File: config.mk
export PLATFORM = sky130hd
export DESIGN_NAME = combat_arbiter
export DESIGN_NICKNAME = d
export VERILOG_FILES = /design/src/rtl/combat_pkg.sv /design/src/rtl/attack_cooldown.sv /design/src/rtl/combat_arbiter.sv
export SDC_FILE = /design/constraint.sdc
export NUM_CORES = 1
export LEC_CHECK = 0
export ABC_AREA = 1
export BUFFER_PORTS_ARGS = -buffer_cell sky130_fd_sc_hd__buf_2
export CAP_MARGIN = 20
export CORE_ASPECT_RATIO = 0.5
export CORE_MARGIN = 2
export CORE_UTILIZATION = 40
export CTS_BUF_LIST = sky130_fd_sc_hd__clkbuf_4 sky130_fd_sc_hd__clkbuf_8
export CTS_CLUSTER_DIAMETER = 100
export DETAILED_ROUTE_END_ITERATION = 8
export GPL_TIMING_DRIVEN = 0
export PLACE_DENSITY = 0.63
export SYNTH_ARGS = -nofsm -noshare
export SYNTH_HDL_FRONTEND = slang
export SYNTH_SLANG_ARGS = --single-unit
File: constraint.sdc
create_clock -name clk -period 8.87 [get_ports clk]
set_input_delay 0.4435 -clock clk [delete_from_list [all_inputs] [get_ports clk]]
set_output_delay 0.4435 -clock clk [all_outputs]
set_load 0.03 [all_outputs]
File: src/rtl/combat_pkg.sv
// Shared definitions for the combat controller: FSM states, player ids,
// winner codes and a non-wrapping subtract helper.
package combat_pkg;

    typedef enum logic [1:0] {
        IDLE  = 2'd0,
        APPLY = 2'd1,
        OVER  = 2'd2
    } state_t;

    localparam logic P1 = 1'b0;
    localparam logic P2 = 1'b1;

    typedef enum logic [1:0] {
        WIN_NONE = 2'b00,
        WIN_P1   = 2'b01,
        WIN_P2   = 2'b10
    } winner_t;

    function automatic logic [7:0] sat_sub(input logic [7:0] a, input logic [7:0] b);
        return (a >= b) ? (a - b) : 8'd0;
    endfunction

endpackage

File: src/rtl/attack_cooldown.sv
// Per-player request front end: rising-edge detect, pending flag and a
// saturating lockout counter reloaded on every grant.
module attack_cooldown
    import combat_pkg::*;
#(
    parameter int COOLDOWN_CYCLES = 25_000_000,
    parameter int CD_W            = 25
) (
    input  logic clk,
    input  logic reset,
    input  logic req,
    input  logic grant,
    input  logic lock,
    output logic pend,
    output logic ready
);

    localparam logic [CD_W-1:0] CD_LOAD = CD_W'(COOLDOWN_CYCLES);

    logic            r_req_q;
    logic            r_pend;
    logic [CD_W-1:0] r_cd;
    logic            w_rise;

    assign w_rise = req & ~r_req_q;
    assign ready  = (r_cd == '0);
    assign pend   = r_pend;

    always_ff @(posedge clk or posedge reset) begin
        if (reset) begin
            r_req_q <= 1'b0;
            r_pend  <= 1'b0;
            r_cd    <= '0;
        end else begin
            r_req_q <= req;
            if (grant) begin
                r_cd <= CD_LOAD;
            end else if (r_cd != '0) begin
                r_cd <= r_cd - CD_W'(1);
            end
            // Rises during lockout or after the round ends are dropped, not queued.
            if (grant) begin
                r_pend <= 1'b0;
            end else if (w_rise && ready && !lock) begin
                r_pend <= 1'b1;
            end
        end
    end

endmodule

File: src/rtl/combat_arbiter.sv
// Combat controller: round-robin arbitration of player attacks, shield/health
// resolution with a one-cycle commit stage, and sticky end-of-round detection.
module combat_arbiter
    import combat_pkg::*;
#(
    parameter int HEALTH_INIT     = 15,
    parameter int SHIELD_INIT     = 15,
    parameter int HIT_DAMAGE      = 3,
    parameter int SHIELD_COST     = 1,
    parameter int COOLDOWN_CYCLES = 25_000_000,
    parameter int CD_W            = 25
) (
    input  logic       clk,
    input  logic       reset,
    input  logic       p1_attack_req,
    input  logic       p2_attack_req,
    input  logic       p1_shield_up,
    input  logic       p2_shield_up,
    input  logic       in_range,
    output logic [7:0] p1_health,
    output logic [7:0] p1_shield,
    output logic [7:0] p2_health,
    output logic [7:0] p2_shield,
    output logic       p1_ack,
    output logic       p2_ack,
    output logic       p1_hit,
    output logic       p2_hit,
    output logic       blocked,
    output logic       game_over,
    output logic [1:0] winner
);

    localparam logic [7:0] HEALTH_RST = 8'(HEALTH_INIT);
    localparam logic [7:0] SHIELD_RST = 8'(SHIELD_INIT);
    localparam logic [7:0] DMG        = 8'(HIT_DAMAGE);
    localparam logic [7:0] COST       = 8'(SHIELD_COST);

    state_t     r_state, w_state_next;
    logic       r_grant, r_last_grant;
    logic [1:0] w_req, w_pend, w_ready, w_req_ok, w_gnt;
    logic       w_lock;

    logic [7:0] r_p1_health, r_p1_shield, r_p2_health, r_p2_shield;
    logic       r_p1_hit, r_p2_hit, r_blocked, r_game_over;
    winner_t    r_winner;

    logic       r_cm_hit, r_cm_block, r_cm_kill, r_cm_def;
    logic [7:0] r_cm_health, r_cm_shield;

    logic [7:0] w_def_health, w_def_shield, w_new_health, w_new_shield;
    logic       w_def_guard, w_do_block, w_do_hit, w_kill;

    assign w_req    = {p2_attack_req, p1_attack_req};
    assign w_lock   = (r_state == OVER);
    assign w_req_ok = w_pend & w_ready;

    for (genvar gi = 0; gi < 2; gi++) begin : g_cd
        attack_cooldown #(
            .COOLDOWN_CYCLES(COOLDOWN_CYCLES),
            .CD_W           (CD_W)
        ) u_cd (
            .clk  (clk),
            .reset(reset),
            .req  (w_req[gi]),
            .grant(w_gnt[gi]),
            .lock (w_lock),
            .pend (w_pend[gi]),
            .ready(w_ready[gi])
        );
    end

    // Defender is always the player that was not granted.
    assign w_def_health = (r_grant == P1) ? r_p2_health : r_p1_health;
    assign w_def_shield = (r_grant == P1) ? r_p2_shield : r_p1_shield;
    assign w_def_guard  = (r_grant == P1) ? p2_shield_up : p1_shield_up;
    assign w_do_block   = in_range & w_def_guard & (w_def_shield >= COST);
    assign w_do_hit     = in_range & ~w_do_block;
    assign w_new_health = sat_sub(w_def_health, DMG);
    assign w_new_shield = w_def_shield - COST;
    assign w_kill       = w_do_hit && (w_new_health == 8'd0);

    always_ff @(posedge clk or posedge reset) begin
        if (reset) begin
            r_state      <= IDLE;
            r_grant      <= P1;
            r_last_grant <= P2;
        end else begin
            r_state <= w_state_next;
            if (w_gnt != 2'b00) begin
                r_grant      <= w_gnt[P2];
                r_last_grant <= w_gnt[P2];
            end
        end
    end

    always_comb begin
        w_state_next = r_state;
        w_gnt        = 2'b00;
        case (r_state)
            IDLE: begin
                if (w_req_ok[P1] && (!w_req_ok[P2] || r_last_grant == P2)) begin
                    w_gnt[P1]    = 1'b1;
                    w_state_next = APPLY;
                end else if (w_req_ok[P2]) begin
                    w_gnt[P2]    = 1'b1;
                    w_state_next = APPLY;
                end
            end
            APPLY:   w_state_next = w_kill ? OVER : IDLE;
            OVER:    w_state_next = OVER;
            default: w_state_next = IDLE;
        endcase
    end

    always_comb begin
        p1_ack = 1'b0;
        p2_ack = 1'b0;
        if (r_state == APPLY) begin
            p1_ack = (r_grant == P1);
            p2_ack = (r_grant == P2);
        end
    end

    // APPLY decisions are captured here and land in the register bank one
    // cycle later, so the new value and its pulse appear together.
    always_ff @(posedge clk or posedge reset) begin
        if (reset) begin
            r_cm_hit    <= 1'b0;
            r_cm_block  <= 1'b0;
            r_cm_kill   <= 1'b0;
            r_cm_def    <= P2;
            r_cm_health <= 8'd0;
            r_cm_shield <= 8'd0;
        end else begin
            r_cm_hit    <= (r_state == APPLY) && w_do_hit;
            r_cm_block  <= (r_state == APPLY) && w_do_block;
            r_cm_kill   <= (r_state == APPLY) && w_kill;
            r_cm_def    <= ~r_grant;
            r_cm_health <= w_new_health;
            r_cm_shield <= w_new_shield;
        end
    end

    always_ff @(posedge clk or posedge reset) begin
        if (reset) begin
            r_p1_health <= HEALTH_RST;
            r_p2_health <= HEALTH_RST;
            r_p1_shield <= SHIELD_RST;
            r_p2_shield <= SHIELD_RST;
            r_p1_hit    <= 1'b0;
            r_p2_hit    <= 1'b0;
            r_blocked   <= 1'b0;
            r_game_over <= 1'b0;
            r_winner    <= WIN_NONE;
        end else begin
            r_p1_hit  <= r_cm_hit && (r_cm_def == P1);
            r_p2_hit  <= r_cm_hit && (r_cm_def == P2);
            r_blocked <= r_cm_block;
            if (r_cm_hit) begin
                if (r_cm_def == P1) r_p1_health <= r_cm_health;
                else                r_p2_health <= r_cm_health;
            end
            if (r_cm_block) begin
                if (r_cm_def == P1) r_p1_shield <= r_cm_shield;
                else                r_p2_shield <= r_cm_shield;
            end
            if (r_cm_kill) begin
                r_game_over <= 1'b1;
                r_winner    <= (r_cm_def == P2) ? WIN_P1 : WIN_P2;
            end
        end
    end

    assign p1_health = r_p1_health;
    assign p1_shield = r_p1_shield;
    assign p2_health = r_p2_health;
    assign p2_shield = r_p2_shield;
    assign p1_hit    = r_p1_hit;
    assign p2_hit    = r_p2_hit;
    assign blocked   = r_blocked;
    assign game_over = r_game_over;
    assign winner    = r_winner;

endmodule

## Word-level counts from Yosys, hierarchy flattened

Index checks and enable logic that the tools add are counted.

- Register bits after elaboration: 116
- Bits of input ports: 7
- Output and inout bits: 40
- Logic and storage cells: 96

- $add $sub $neg: 4
- Order comparisons: 2
- Equal/unequal tests: 3
- Muxes and demuxes: 23
- Bitwise gates (word level): 11
- Reductions and logical operators: 29

Operators by type and width:

| operator | number |
|---|---|
| $mux W25 | 4 |
| $logic_not A25 Y1 | 2 |
| $reduce_bool A25 Y1 | 2 |
| $sub A25 B1 Y25 const B | 2 |
| $mux W8 | 3 |
| $logic_and A1 B1 Y1 | 11 |
| $mux W1 | 10 |
| $mux W2 | 5 |
| $reduce_bool A2 Y1 | 5 |
| $ge A8 B1 Y1 const B | 1 |
| $ge A8 B2 Y1 const B | 1 |
| $logic_not A8 Y1 | 1 |
| $reduce_and A2 Y1 | 4 |
| $sub A8 B1 Y8 const B | 1 |
| $sub A8 B2 Y8 const B | 1 |
| $pmux W2 S3 | 1 |
| $and A1 B1 Y1 | 5 |
| $not A1 Y1 | 5 |
| $ne A3 B3 Y1 const B | 1 |
| $and A2 B2 Y2 | 1 |
| $eq A2 B1 Y1 const B | 1 |
| $eq A2 B2 Y1 const B | 1 |
| $logic_not A1 Y1 | 2 |
| $logic_not A2 Y1 | 1 |
| $logic_or A1 B1 Y1 | 1 |

## Logic depth before layout (Yosys ltp)

- Word-level depth: 8
- Depth in mapped cells: 14
- Gate-level depth less buffers: 14

## By module

A second synthesis with hierarchy kept.

- Cell total of the unflattened synthesis: 840
- Area total of the unflattened synthesis: 6531.3 um^2

By module, submodules not included:

| module | instances | cells each | area an instance (um^2) | seq. area each (um^2) |
|---|---|---|---|---|
| attack_cooldown | 2 | 255 | 1819.2 | 675.6 |
| combat_arbiter | 1 | 330 | 2892.8 | 1574.0 |

## Worst setup path after synthesis

OpenSTA, ideal clock, no wires.

- Path kind: reg-to-reg
- Start: register r_grant
- End: register r_state[1]
- Library setup time: 0.065 ns
- Data arrival time: 1.771 ns
- Data required time: 8.805 ns
- Path slack: 7.034 ns
- Stages on the path, launching flop included: 13
- Buffers on the path: 1
- Clock period less this slack: 1.836 ns
- Cells stage by stage: dfrtp_1 > buf_6 > or2_2 > o21ai_2 > ha_1 > nand3_1 > nor2_4 > nand3_2 > a21oi_2 > nand2_1 > nor2_1 > nand2_1 > nand2_1

- Word-level cells in the longest chain between the ends: 8
- Elaborated cells between the ends (all ways): 15
- Those cells by class: add/sub: 1; order compare: 2; mux: 6; bitwise: 4; reduce/logical: 2

RTL lines:

| element | RTL line | RTL |
|---|---|---|
| start, declared | combat_arbiter.sv:39 | `logic r_grant, r_last_grant;` |
| start signal, assigned | combat_arbiter.sv:90 | `r_grant <= w_gnt[P2];` |
| parallel branches: the longest is 5 deep, another holds $sub A8 B2 Y8 | n/a |  |
| $logic_and A1 B1 Y1 * | combat_arbiter.sv:80 | `assign w_kill = w_do_hit && (w_new_health == 8'd0);` |
| $mux W2 * | combat_arbiter.sv:109 | `APPLY: w_state_next = w_kill ? OVER : IDLE;` |
| $pmux W2 S3 * | combat_arbiter.sv:99 | `case (r_state)` |
| end signal, assigned | combat_arbiter.sv:88 | `r_state <= w_state_next;` |
| end, declared | combat_arbiter.sv:38 | `state_t r_state, w_state_next;` |

Every way passes the cells marked *.
A chain may end at the register's enable or synchronous reset.

## Worst setup path in the final report

Same ends and word-level chain as after synthesis.

==> impl_metrics.ini <==
[outcome]
run_status = complete, no violations

[min_path]
hold_class = primary input to flip-flop

[worst_setup_path]
critPathKind = flip-flop to flip-flop
cpPeakStageDelay_ns = 0.40
worst_path_most_repeated_cell = nand2_1
worstPathRequired_ns = 9.23
reg2reg_setup_slack_ns = 6.75
worstPathCellList = buf_6 > buf_6 > o21ai_2 > ha_1 > nand3_1 > nor2_4 > nand3_2 > a21oi_2 > nand2_1 > nor2_1 > nand2_1 > nand2_1
cp.arrival_ns = 2.48
path_max_fanout = 10
crit_slowest_cell = dfrtp_1
crit_path_end_kind = flip-flop
startpoint_type = flip-flop

[detailed_routing]
route.detailed.drc = 0
drt-total-wl_um = 12800
drt_iter0_markers = 357
drtPass1Iterations = 5
postRouteAntennaNets = 0
routed_via_density = 4.68
vias = 4868
post_drt_wl_per_cell_um = 12.3

[finish]
multiInputGateArea_um2 = 2550
stdcell_area_um2 = 6960
nets = 843
drive_above_1_share_pct = 19.2
fillers = 1409
final_cell_mix = nand2_1, inv_1, dfrtp_1, nor2_1, o21ai_0
n_antenna_cell = 0
layout_commonest_cell = nand2_1
area_growth_pct = 14.8
seq_area_um2 = 2930

[yosys]
synthDistinctLibCells = 34
ys_ff_latch = 116
syn_nets = 776
postSynthCellCount = 762
yosysTopAreaCellShare_pct = 40.5
synth_top_area_cell = dfrtp_1
netlist_top_cells_area = dfrtp_1, nand2_1, inv_1
synth_area_per_cell_um2 = 7.96
synth_warnings = 0
netlist_area_um2 = 6060
synth_edf_count = 0
async_reset_ff_share_pct = 100
seq_area_frac_synth_pct = 48.3
synthFlopType = dfrtp_1

[cts]
post_cts_buffers = 0
cts.reportedPaths.clkPinSlew_ns = 0.08
cts_tree = done
cts-htree-levels = 4
cts_made_buffers = 17
clock_latency_ns = 0.42
ctsRootBufferMaster = clkbuf_8
cts_sinks = 116
clock_path_buffers = 2

[global_routing]
grt_usage_pct = 17.2
grt_antenna_before_repair = 0
grt_pass1_vias = 4639
grt_pass1_wl_um = 22300
grt-ovfl-total = 0
grt_max_degree = 86

[pwr]
switching_share_pct = 24.5
switchingPower_uw = 247
ir_worst_vdd_mv = 0.0873
p_leak_uw = 0.00414
clockPowerShare_pct = 46.2
share_seq_of_total_power_pct = 52.4
pwr-share-comb_pct = 1.4
p_per_area_nw_per_um2 = 145
p_int_uw = 763
finalPower_uw = 1010

[timing]
layout_setup_ws_ns = 6.75
drv_slew = 0
max_freq_mhz = 472
finalSetupTns_ns = 0
hold_violations = 0
fin_hold_ws_ns = 0.141
tightestPinTransition_ns = 0.606
setup_violations = 0
slew_headroom_pct = 59.3
rsz0062_at_grt = false
fin_crit_sh_pct = 23.9
clock_skew_ns = 0.0125
fin_crit_ns = 2.12

[floorplan]
start_util_pct = 41.5
die_h_um = 91.1
coreArea_um2 = 14600
num_rows = 31
die_area_um2 = 16200
boundaryPins = 47
die_x_um = 178

[placement]
io_buffers = 46
dp_slack_ns = 6.75
dp_hpwl_um = 9260
place_congestion = 0.885
dpl_cell_area_um2 = 6570

[job]
drv_cap = 0
==> area by class of cell <==
type | instances | share of cell area, %
Sequential cell | 116 | 42.0
Multi-Input combinational cell | 500 | 36.6
Inverter | 135 | 7.35
Timing Repair Buffer | 48 | 3.85
Clock buffer | 18 | 3.56
Tap cell | 198 | 3.56
Clock inverter | 14 | 1.85
Buffer | 11 | 1.19
==> through the flow <==
stage / utilization (%) / std cells
after floorplan: - / 762
after detailed placement: 44.9 / 1007
after CTS: 47.6 / 1040
after global placement: 44.7 / 1006
final: 47.6 / 1040
after global routing: 47.6 / 1040
==> registers in the layout, summed over array words and instances (netlist names), 2 cells and up <==
register,count
winner,2
r_state,2
g_cd.u_cd.r_cd,50
g_cd.u_cd.pend,2
r_cm_health,8
r_cm_shield,8
p2_shield,8
p2_health,8
g_cd.u_cd.r_req_q,2
p1_shield,8
p1_health,8
==> worst paths after layout <==
path                                from               endpoint  cells past startpoint
max reg2reg                      r_grant             r_state[1]                     12
min in group asynchronous          reset  g_cd[1].u_cd.r_cd[17]                      3
max in group asynchronous          reset           p2_health[0]                      4
min reg2reg                   r_cm_block                blocked                      0
max                              r_grant             r_state[1]                     12
min                        p1_attack_req   g_cd[0].u_cd.r_req_q                      1
==> critical path, delay by kind of cell, from the launching register on <==
kind            cells  cell delay, ns
flops               1            0.40
fa+ha+maj           1            0.23
buf+inv             2            0.30
simple gates        7            0.73
compound gates      2            0.39
==> power by group through the flow <==
stage | sequential, µW | combinational (µW) | clock (µW)
after floorplan | 540 | 8.32 | 0
after global placement | 540 | 13.0 | 0
after detailed placement | 540 | 15.0 | 0
after CTS | 529 | 15.3 | 479
after global routing | 529 | 17.4 | 504
final | 530 | 14.2 | 467
==> cell usage after synthesis, types with 3 or more instances <==
library cell	count
a21oi_1	3
buf_6	5
clkbuf_1	5
dfrtp_1	98
dfstp_2	18
ha_1	7
inv_1	129
inv_2	6
nand2_1	190
nand2_2	14
nand3_1	41
nand3_2	6
nand3b_1	3
nand4_1	7
nor2_1	82
nor2_2	15
nor2_4	6
nor3_1	5
o21ai_0	55
o21ai_1	3
o21ai_2	4
or2_2	4
xnor2_1	11
xor2_1	32
==> routing by layer <==
| metal | vias up | share of wire, % | global-route usage, % | wire length, µm |
|---|---|---|---|---|
| met2 | 105 | 45 | 26.7 | 5770 |
| met5 | - | 0 | 0 | 0 |
| met1 | 2292 | 50 | 24.3 | 6380 |
| li1 | 2463 | - | - | - |
| met4 | 0 | 0.59 | 3.48 | 76 |
| met3 | 8 | 4.6 | 4.48 | 593 |
==> logic make-up after synthesis <==
| family | Yosys count | share of synthesized area (%) |
|---|---|---|
| adder cells (fa/ha/maj) | 7 | 1.44 |
| XOR/XNOR | 43 | 6.21 |
| AO/OA/AOI/OAI | 71 | 6.38 |
| buffers and inverters | 146 | 9.72 |
| flip-flops | 116 | 48.3 |
| AND/OR/NAND/NOR | 379 | 28.0 |
==> timing repair <==
action                                  4_1_cts  5_1_grt
endpoints found under the setup margin        0        0
resized for setup                             0        0
endpoints found under the hold margin        31        0
hold buffers                                  1        0
(Power assumes the default switching activity.)
